### config.mk
export PLATFORM = sky130hd
export DESIGN_NAME = fir_tap_sequencer
export DESIGN_NICKNAME = d
export VERILOG_FILES = /design/src/rtl/fir_tap_sequencer.sv
export SDC_FILE = /design/constraint.sdc
export NUM_CORES = 1
export LEC_CHECK = 0
export CAP_MARGIN = 40
export CORE_AREA = 4 4 100 102
export CTS_BUF_LIST = sky130_fd_sc_hd__clkbuf_8
export CTS_CLUSTER_SIZE = 14
export DETAILED_ROUTE_END_ITERATION = 10
export DIE_AREA = 0 0 104 106
export GPL_TIMING_DRIVEN = 1
export MAX_ROUTING_LAYER = met4
export PLACE_DENSITY = 0.82
export SKIP_CTS_REPAIR_TIMING = 1
export SYNTH_ARGS = -nofsm -noshare
export SYNTH_HDL_FRONTEND = slang
export SYNTH_SLANG_ARGS = --single-unit
### constraint.sdc
create_clock -name clk_i -period 4.7 [get_ports clk_i]
set_input_delay 0.705 -clock clk_i [delete_from_list [all_inputs] [get_ports clk_i]]
set_output_delay 0.705 -clock clk_i [all_outputs]
set_load 0.05 [all_outputs]
### src/rtl/fir_tap_sequencer.sv
// FIR lane tap sequencer: keeps a circular delay line of input samples in a
// dual-port BRAM and streams the NumTaps newest samples, newest first, with
// their coefficient index to the MAC. The delay line is zero-filled after
// reset and whenever clear_i is seen in IDLE.
module fir_tap_sequencer #(
    parameter int AddrWidth = 10,
    parameter int DataSize  = 16,
    parameter int NumTaps   = 64,
    localparam int CoeffW   = (NumTaps > 1) ? $clog2(NumTaps) : 1
) (
    input  logic                 clk_i,
    input  logic                 rst_ni,
    input  logic                 clear_i,
    input  logic                 sample_valid_i,
    output logic                 sample_ready_o,
    input  logic [DataSize-1:0]  sample_i,
    output logic                 bram_wvalid_o,
    output logic [AddrWidth-1:0] bram_waddr_o,
    output logic [DataSize-1:0]  bram_wdata_o,
    output logic [AddrWidth-1:0] bram_raddr_o,
    input  logic [DataSize-1:0]  bram_rdata_i,
    output logic                 tap_valid_o,
    output logic [DataSize-1:0]  tap_data_o,
    output logic [CoeffW-1:0]    coeff_addr_o,
    output logic                 tap_first_o,
    output logic                 tap_last_o,
    output logic                 busy_o
);

    // Tap counter must be able to hold NumTaps itself (the "all reads issued" value).
    localparam int KW = $clog2(NumTaps + 1);

    if (NumTaps < 1 || NumTaps > 2**AddrWidth) begin : g_bad_num_taps
        $error("fir_tap_sequencer: NumTaps must be in 1 .. 2**AddrWidth");
    end

    // CLEAR is the all-zero encoding so reset lands there directly.
    typedef enum logic [2:0] {
        ST_CLEAR = 3'd0,
        ST_IDLE  = 3'd1,
        ST_WRITE = 3'd2,
        ST_READ  = 3'd3,
        ST_DRAIN = 3'd4
    } state_e;

    state_e                 state_q, state_d;
    logic [AddrWidth-1:0]   wptr_q, wptr_d;
    // Extra MSB marks the end of the zero-fill sweep.
    logic [AddrWidth:0]     clr_cnt_q, clr_cnt_d;
    // Index of the next read to issue while in READ.
    logic [KW-1:0]          kcnt_q, kcnt_d;

    logic                   wvalid_q, wvalid_d;
    logic [AddrWidth-1:0]   waddr_q, waddr_d;
    logic [DataSize-1:0]    wdata_q, wdata_d;

    // Read-issue stage: the address and the tap it belongs to.
    logic [AddrWidth-1:0]   raddr_q, raddr_d;
    logic                   rvld_q, rvld_d;
    logic [CoeffW-1:0]      rk_q, rk_d;

    // Tap stage: read-issue signals delayed one cycle to line up with rdata.
    logic                   tap_valid_q, tap_valid_d;
    logic [CoeffW-1:0]      coeff_q, coeff_d;
    logic                   first_q, first_d;
    logic                   last_q, last_d;

    // Next-state and next-output computation for the sequencer.
    always_comb begin
        state_d     = state_q;
        wptr_d      = wptr_q;
        clr_cnt_d   = clr_cnt_q;
        kcnt_d      = kcnt_q;
        wvalid_d    = 1'b0;
        waddr_d     = waddr_q;
        wdata_d     = wdata_q;
        raddr_d     = raddr_q;
        rvld_d      = 1'b0;
        rk_d        = rk_q;

        case (state_q)
            ST_CLEAR: begin
                if (clr_cnt_q[AddrWidth]) begin
                    // Sweep finished: the last zero write is already on the port.
                    state_d = ST_IDLE;
                    wptr_d  = '0;
                end else begin
                    wvalid_d  = 1'b1;
                    waddr_d   = clr_cnt_q[AddrWidth-1:0];
                    wdata_d   = '0;
                    clr_cnt_d = clr_cnt_q + (AddrWidth+1)'(1);
                end
            end
            ST_IDLE: begin
                if (clear_i) begin
                    state_d   = ST_CLEAR;
                    clr_cnt_d = '0;
                end else if (sample_valid_i) begin
                    // Accepted sample is held in the write-data register.
                    state_d  = ST_WRITE;
                    wvalid_d = 1'b1;
                    waddr_d  = wptr_q;
                    wdata_d  = sample_i;
                end
            end
            ST_WRITE: begin
                // Issue tap 0 (the sample being written this cycle).
                state_d = ST_READ;
                raddr_d = wptr_q;
                rvld_d  = 1'b1;
                rk_d    = '0;
                kcnt_d  = KW'(1);
            end
            ST_READ: begin
                if (kcnt_q == KW'(NumTaps)) begin
                    state_d = ST_DRAIN;
                end else begin
                    raddr_d = wptr_q - AddrWidth'(kcnt_q);
                    rvld_d  = 1'b1;
                    rk_d    = CoeffW'(kcnt_q);
                    kcnt_d  = kcnt_q + KW'(1);
                end
            end
            ST_DRAIN: begin
                wptr_d  = wptr_q + AddrWidth'(1);
                state_d = ST_IDLE;
            end
            default: state_d = ST_IDLE;
        endcase

        tap_valid_d = rvld_q;
        coeff_d     = rk_q;
        first_d     = rvld_q && (rk_q == '0);
        last_d      = rvld_q && (rk_q == CoeffW'(NumTaps - 1));
    end

    // State and output registers, synchronous active-low reset.
    always_ff @(posedge clk_i) begin
        if (!rst_ni) begin
            state_q     <= ST_CLEAR;
            wptr_q      <= '0;
            clr_cnt_q   <= '0;
            kcnt_q      <= '0;
            wvalid_q    <= 1'b0;
            waddr_q     <= '0;
            wdata_q     <= '0;
            raddr_q     <= '0;
            rvld_q      <= 1'b0;
            rk_q        <= '0;
            tap_valid_q <= 1'b0;
            coeff_q     <= '0;
            first_q     <= 1'b0;
            last_q      <= 1'b0;
        end else begin
            state_q     <= state_d;
            wptr_q      <= wptr_d;
            clr_cnt_q   <= clr_cnt_d;
            kcnt_q      <= kcnt_d;
            wvalid_q    <= wvalid_d;
            waddr_q     <= waddr_d;
            wdata_q     <= wdata_d;
            raddr_q     <= raddr_d;
            rvld_q      <= rvld_d;
            rk_q        <= rk_d;
            tap_valid_q <= tap_valid_d;
            coeff_q     <= coeff_d;
            first_q     <= first_d;
            last_q      <= last_d;
        end
    end

    assign sample_ready_o = (state_q == ST_IDLE);
    assign busy_o         = (state_q != ST_IDLE);
    assign bram_wvalid_o  = wvalid_q;
    assign bram_waddr_o   = waddr_q;
    assign bram_wdata_o   = wdata_q;
    assign bram_raddr_o   = raddr_q;
    assign tap_valid_o    = tap_valid_q;
    assign tap_data_o     = bram_rdata_i;
    assign coeff_addr_o   = coeff_q;
    assign tap_first_o    = first_q;
    assign tap_last_o     = last_q;

endmodule
# ---- Word-level counts from Yosys, hierarchy flattened
# Index checks and enable logic that the tools add are counted.
dict set report word_totals {
  reg_bits 84
  inputBits 36
  output_inout_bits 64
  elab_cells 77
}
dict set report classes {
  n_addsub 4
  n_eq_ne 15
  n_mux 30
  n_reduce_logical 13
}
# op n
set op_table {}
lappend op_table {{case mux 10 bit (2 select lines)} 3}
lappend op_table {{two-way mux 10 bit} 5}
lappend op_table {{two-way mux 16 bit} 3}
lappend op_table {{case mux 16 bit (2 select lines)} 1}
lappend op_table {{two-way mux 11 bit} 2}
lappend op_table {{case mux 11 bit (2 select lines)} 1}
lappend op_table {{!= test 2 bit (second input constant)} 7}
lappend op_table {{case mux 7 bit (2 select lines)} 1}
lappend op_table {{two-way mux 3 bit} 4}
lappend op_table {{case mux 3 bit (4 select lines)} 1}
lappend op_table {{case mux 6 bit (2 select lines)} 1}
lappend op_table {{adder 11 x 1 -> 11 bit (second input constant)} 1}
lappend op_table {{adder 10 x 1 -> 10 bit (second input constant)} 1}
lappend op_table {{subtractor 10 x 7 -> 10 bit} 1}
lappend op_table {{adder 7 x 1 -> 7 bit (second input constant)} 1}
lappend op_table {{equality test 7 bit (second input constant)} 1}
lappend op_table {{two-way mux 7 bit} 1}
lappend op_table {{equality test 3 x 2 -> 1 bit (second input constant)} 2}
lappend op_table {{equality test 6 bit (second input constant)} 1}
lappend op_table {{zero test 6 bit} 1}
lappend op_table {{two-way mux 6 bit} 1}
lappend op_table {{AND reduction 2 bit} 3}
lappend op_table {{AND reduction 3 bit} 2}
lappend op_table {{nonzero test 2 bit} 3}
lappend op_table {{9 further kinds} 14}

# ---- Depth between registers and ports, before layout
# Gate-level depths: netlist of the first run.
dict set report logic_depth {
  word_depth 3
  depth_mapped 8
  ltp_nobuf 8
}

# ---- Worst setup path after synthesis of the first run
# No wires, ideal clock.
dict set report synth_path {
  path_kind {flip-flop to output port}
  startpoint {register state_q[0]}
  endpoint {output port busy_o}
  arrival_time_ns 1.246
  required_time_ns 3.995
  slack_ns 2.749
  stages_incl_launch_ff 4
  path_buffers 1
  path_cell_list {dfxtp_1 nor3b_4 buf_6 inv_1}
}
dict set report synth_via {
  elab_chain_len 1
}
# element line_no
set synth_rtl {}
lappend synth_rtl {{start: declaration} 46} ;# state_e state_q, state_d;
lappend synth_rtl {{start signal: assignment} 155} ;# state_q <= state_d;
lappend synth_rtl {{!= test 3 x 1 -> 1 bit} 173} ;# assign busy_o = (state_q != ST_IDLE);
lappend synth_rtl {{end: declaration} 27} ;# output logic busy_o
# Every way passes these cells.

# ---- Worst setup path after layout of the first run
# Ends and elaborated chain as after synthesis.

==> results of run 1 <==
-- area by class of cell --
| cell class | instances | area (µm²) | share of cell area [%] |
|---|---|---|---|
| inverter | 14 | 52.6 | 1.10 |
| sequential | 84 | 1680 | 35.3 |
| tap | 111 | 139 | 2.91 |
| timing repair buffer | 71 | 701 | 14.7 |
| multi-input combinational | 334 | 2020 | 42.3 |
| clock inverter | 7 | 52.6 | 1.10 |
| clock buffer | 9 | 124 | 2.60 |
-- layer usage --
| metal | global-route usage [%] | share of wire (%) |
|---|---|---|
| met1 | 21.1 | 43 |
| met2 | 31.3 | 49 |
| met3 | 3.95 | 4.7 |
| met4 | 8.07 | 2.6 |
| met5 | - | 0 |
-- worst paths after layout --
check                               startpoint                            to  slack, ns
setup / recovery       state_q[0]$_SDFFE_PN0P_                        busy_o       1.58
hold reg to reg   bram_wdata_o[7]$_SDFFE_PN0P_  bram_wdata_o[7]$_SDFFE_PN0P_       0.47
setup reg to reg       state_q[0]$_SDFFE_PN0P_  bram_waddr_o[5]$_SDFFE_PN0P_       2.31
hold / removal    bram_wdata_o[7]$_SDFFE_PN0P_  bram_wdata_o[7]$_SDFFE_PN0P_       0.47
-- per-stage QoR --
stage	std cells	total power [mW]	util [%]	worst slack, ns	area, µm²
3_5_place_dp	614	1.01	50.4	1.73	4590
3_3_place_gp	613	0.999	50.3	1.88	4580
2_1_floorplan	478	0.973	-	2.75	4030
5_1_grt	630	1.53	52.3	1.49	4770
6_report	630	1.46	52.3	1.58	4770
4_1_cts	630	1.47	52.3	1.59	4770
-- power by group through the flow --
stage / clock, mW / combinational [mW] / sequential [mW]
2_1_floorplan: 0 / 0.158 / 0.815
3_3_place_gp: 0 / 0.230 / 0.769
3_5_place_dp: 0 / 0.235 / 0.771
4_1_cts: 0.482 / 0.236 / 0.754
5_1_grt: 0.515 / 0.254 / 0.758
6_report: 0.471 / 0.236 / 0.754
-- registers in the layout (all words and copies together) (netlist names) --
signal / cells
bram_wdata_o: 16
tap_valid_o: 1
wptr_q: 10
bram_waddr_o: 10
tap_last_o: 1
coeff_d: 6
coeff_addr_o: 6
kcnt_q: 7
bram_raddr_o: 10
bram_wvalid_o: 1
clr_cnt_q: 11
tap_first_o: 1
state_q: 3
rvld_q: 1
-- worst max-delay path, cell delays in order (launching register included) --
cell	delay, ns
dfxtp_1	0.70
nor3b_4	0.33
buf_4	0.27
inv_1	0.06
clkdlybuf4s50_1	0.70
-- logic make-up (layout without fill, tap and decap cells) --
logic type | after synthesis | count (layout) | share of synthesized area, %
muxes | 10 | 10 | 2.49
and+or+nand+nor | 192 | 192 | 23.5
adders and majority gates | 12 | 12 | 3.92
xor gates and xnor gates | 11 | 11 | 2.39
AOI/OAI and AO/OA | 109 | 109 | 17.8
DFF | 84 | 84 | 41.8
buffers and inverters | 60 | 101 | 8.14
-- placed cells by master, fill, tap and decap left out, types with 5 or more instances in the layout --
| cell type | count |
|---|---|
| clkbuf_8 | 9 |
| dfxtp_1 | 84 |
| a22oi_1 | 11 |
| nand3_1 | 27 |
| clkdlybuf4s50_1 | 67 |
| inv_1 | 15 |
| mux2i_1 | 10 |
| a311oi_1 | 5 |
| ha_1 | 11 |
| o21ai_0 | 18 |
| and2_1 | 9 |
| and3_1 | 7 |
| nand2_1 | 43 |
| nor2_1 | 61 |
| nor3_1 | 13 |
| a21oi_1 | 35 |
| a211oi_1 | 14 |
| xnor2_1 | 9 |
==> results.toml, run 1 <==
[route]
postRouteAntennaNets = 0
drt_iter0_drc = 180
wl_mm = 9.91
wl_per_cell_um = 15.7
vias = 3562
drc = 0
first_pass_iters = 5
viasPerCell = 5.65

[final_layout]
final_layout_size_suffix_gt1_share_pct = 5.39
nets = 562
n_antenna_cell = 0
nFillCells = 854
areaGrowthSynthToFinish_pct = 18.4

[logic_synthesis]
yosys_warnings = 0
ys_seq_area_share_pct = 41.8
synth.net_count = 526
yosys-top-cells-count = "dfxtp_1, nor2_1, nand2_1"
synthTopCellsByArea = "dfxtp_1, nor2_1, a21oi_1"
synth_edf_count = 0
avgSynthCellArea_um2 = 8.42
ys_async_sr_fraction_pct = 0
synthesis.area_mm2 = 0.00403
yosysTopAreaCell = "dfxtp_1"
synth-seq-cells = 84
synth.most_common_cell = "dfxtp_1"
synth.distinct_cells = 59
synth_top_flop_cell = "dfxtp_1"
synthCells = 478
synth_top_area_share_pct = 41.8

[timing]
slew_violations = 0
period_share_pct = 66.5
finalHoldViolCount = 0
grt_setup_unrepaired = "no"
max_freq_mhz = 320
maxSlewHeadroom_pct = 40.0
tightestPinTransition_ns = 0.899
fin_hold_ws_ns = 0.468
fin_setup_tns_ns = 0
setup_viol = 0
fin_crit_ns = 3.12
fin_skew_ns = 0.00733

[job]
cap_violations = 0

[global_routing]
grt_overflow = 0
first_global_vias = 3473
antenna_found_initial = 0
grt_pass1_wl_mm = 16.3
track_usage_pct = 18.4
grt_max_degree = 29

[clock_network]
tritoncts = "done"
root_buffer = "clkbuf_8"
cts_buffers = 9
clkTransAtPathRegs_ns = 0.08
htree_levels = 3
cts.sinks = 84
insertion_delay_ns = 0.36
cts_buffer_depth = 2

[power]
power.share.clock_pct = 32.2
vdd.ir_drop.worst_v = 0.000132
leakage_nw = 1.66
p_int_mw = 1.01
p_per_area_mw_per_mm2 = 306
p_sw_mw = 0.450
swShare_pct = 30.8
share_comb_of_total_power_pct = 16.1
power_frac_seq_pct = 51.6

[place]
place_hpwl_mm = 7.19
io_buffers = 67
place_congestion = 0.925

[setup_path]
end_kind = "output port"
worstSetupStartpointType = "flop"
cp_max_fo = 16
cp.arrival_ns = 2.42
required_ns = 3.99
worstSetupPathType = "reg -> out"
r2r_cells = 4

[floorplan]
dieArea_mm2 = 0.0110
initial_core_util_pct = 44.2
placementRows = 35
core_mm2 = 0.00911
chipWidth_um = 104
io_pins = 100
die_h_um = 106

[min_path]
hold_path_depth = 2
min_path_type = "reg -> reg"

[status]
status = "finished, final reports clean"
(Power assumes the default switching activity.)
==> run 2: changes to the inputs <==
--- a/config.mk
+++ b/config.mk
@@ -13,7 +13,7 @@
 export DIE_AREA = 0 0 104 106
 export GPL_TIMING_DRIVEN = 1
 export MAX_ROUTING_LAYER = met4
-export PLACE_DENSITY = 0.82
+export PLACE_DENSITY = 0.85
 export SKIP_CTS_REPAIR_TIMING = 1
 export SYNTH_ARGS = -nofsm -noshare
 export SYNTH_HDL_FRONTEND = slang
==> constraint.sdc (replaced) <==
create_clock -name clk_i -period 2.7 [get_ports clk_i]
set_input_delay 0.405 -clock clk_i [delete_from_list [all_inputs] [get_ports clk_i]]
set_output_delay 0.405 -clock clk_i [all_outputs]
set_load 0.05 [all_outputs]
==> results.toml, run 2 (synthesis results as in run 1) <==
[clock_network]
cts_buffers = 9
tritoncts = "done"
clkTransAtPathRegs_ns = 0.10
cts_buffer_depth = 2
cts.sinks = 84
insertion_delay_ns = 0.36
htree_levels = 3
root_buffer = "clkbuf_8"

[timing]
setup_viol = 0
period_share_pct = 87.2
maxSlewHeadroom_pct = 48.9
grt_setup_unrepaired = "no"
fin_crit_ns = 2.36
tightestPinTransition_ns = 0.762
max_freq_mhz = 425
fin_skew_ns = 0.0135
slew_violations = 0
finalHoldViolCount = 0
worst_slack_ns = 0.345
fin_setup_tns_ns = 0

[setup_path]
cp.arrival_ns = 1.95
cp_max_fo = 16
rr_startpoint = "wptr_q[0]$_SDFFE_PN0P_"
worstSetupStartpointType = "flop"
required_ns = 2.30
crit_top_cell = "buf_4"
end_kind = "output port"
worstSetupPathType = "reg -> out"
worst_path_largest_cell_delay_ns = 0.74
critPathLaunch = "state_q[0]$_SDFFE_PN0P_"
cpMaxStageDelayCell = "dfxtp_1"
crit_chain = "nor3b_4 -> buf_4 -> inv_1 -> buf_4"

[place]
io_buffers = 67
place_worst_setup_slack_ns = 0.538
dp.cells = 621
place_hpwl_mm = 7.10
place_congestion = 0.838

[route]
wl_per_cell_um = 15.4
drc = 0
postRouteAntennaNets = 0
first_pass_iters = 4
viasPerCell = 5.49
drt_iter0_drc = 221
wl_mm = 9.81
vias = 3500

[global_routing]
grt_overflow = 0
first_global_vias = 3392
grt_pass1_wl_mm = 16.0
track_usage_pct = 18.1
grt_max_degree = 60
antenna_found_initial = 0

[power]
vdd.ir_drop.worst_v = 0.000267
p_per_area_mw_per_mm2 = 539
leakage_nw = 1.71

[status]
status = "finished, final reports clean"

[min_path]
min_path_type = "reg -> reg"
hp-start = "bram_wdata_o[2]$_SDFFE_PN0P_"

[floorplan]
die_h_um = 106
placementRows = 35
initial_core_util_pct = 44.2
dieArea_mm2 = 0.0110
chipWidth_um = 104
io_pins = 100
core_mm2 = 0.00911

[final_layout]
final_common_cell = "dfxtp_1"
final_layout_size_suffix_gt1_share_pct = 7.22
final-instance-count-excl-fill = 637
nets = 569
areaGrowthSynthToFinish_pct = 20.6
n_antenna_cell = 0
largest_reg_flops = 16
final_cell_mix = "dfxtp_1, clkdlybuf4s50_1, nor2_1"

[job]
cap_violations = 0
==> run 2: path summary, 6_finish.rpt <==
| kind | cells past startpoint | endpoint | slack [ns] |
|---|---|---|---|
| max | 4 | busy_o | 0.34 |
| min | 2 | bram_wdata_o[2]$_SDFFE_PN0P_ | 0.47 |
| max reg2reg | 8 | bram_raddr_o[8]$_SDFFE_PN0P_ | 0.51 |
| min reg2reg | 2 | bram_wdata_o[2]$_SDFFE_PN0P_ | 0.47 |
==> run 2: layer usage <==
layer | wire length [µm] | GRT usage (%)
met1 | 4410 | 21.8
met2 | 4730 | 30.2
met3 | 553 | 3.52
met4 | 104 | 6.36
met5 | 0 | -
==> run 2: area by class of cell <==
type | count | area, µm²
tap | 111 | 139
inverter | 14 | 52.6
fill | 825 | 4250
sequential | 84 | 1680
multi-input combinational | 334 | 2020
clock inverter | 6 | 53.8
clock buffer | 10 | 138
timing repair buffer | 78 | 773
==> run 2: power breakdown <==
part           internal (mW)  switching, mW  leakage, nW  total (mW)
registers               1.28         0.0388        0.678        1.31
clock network          0.376          0.501       0.0954       0.877
logic                  0.153          0.270        0.939       0.423
total                   1.81          0.810         1.71        2.61
==> run 2: worst max-delay path: cells and delay by family (launching register included) <==
family	cells	cell delay, ns
flip-flops	1	0.74
buffers and inverters	3	0.53
AND/OR/NAND/NOR	1	0.33
==> run 2: per-stage QoR <==
stage                     utilization [%]  power [mW]  cell area (µm²)  hold slack, ns
after detailed placement             51.2        1.77             4660           0.451
after CTS                            53.3        2.64             4850           0.473
after floorplan                         -        1.69             4030           0.423
after global placement               51.2        1.75             4660           0.451
final                                53.3        2.61             4850           0.470
after global routing                 53.3        2.72             4850           0.499
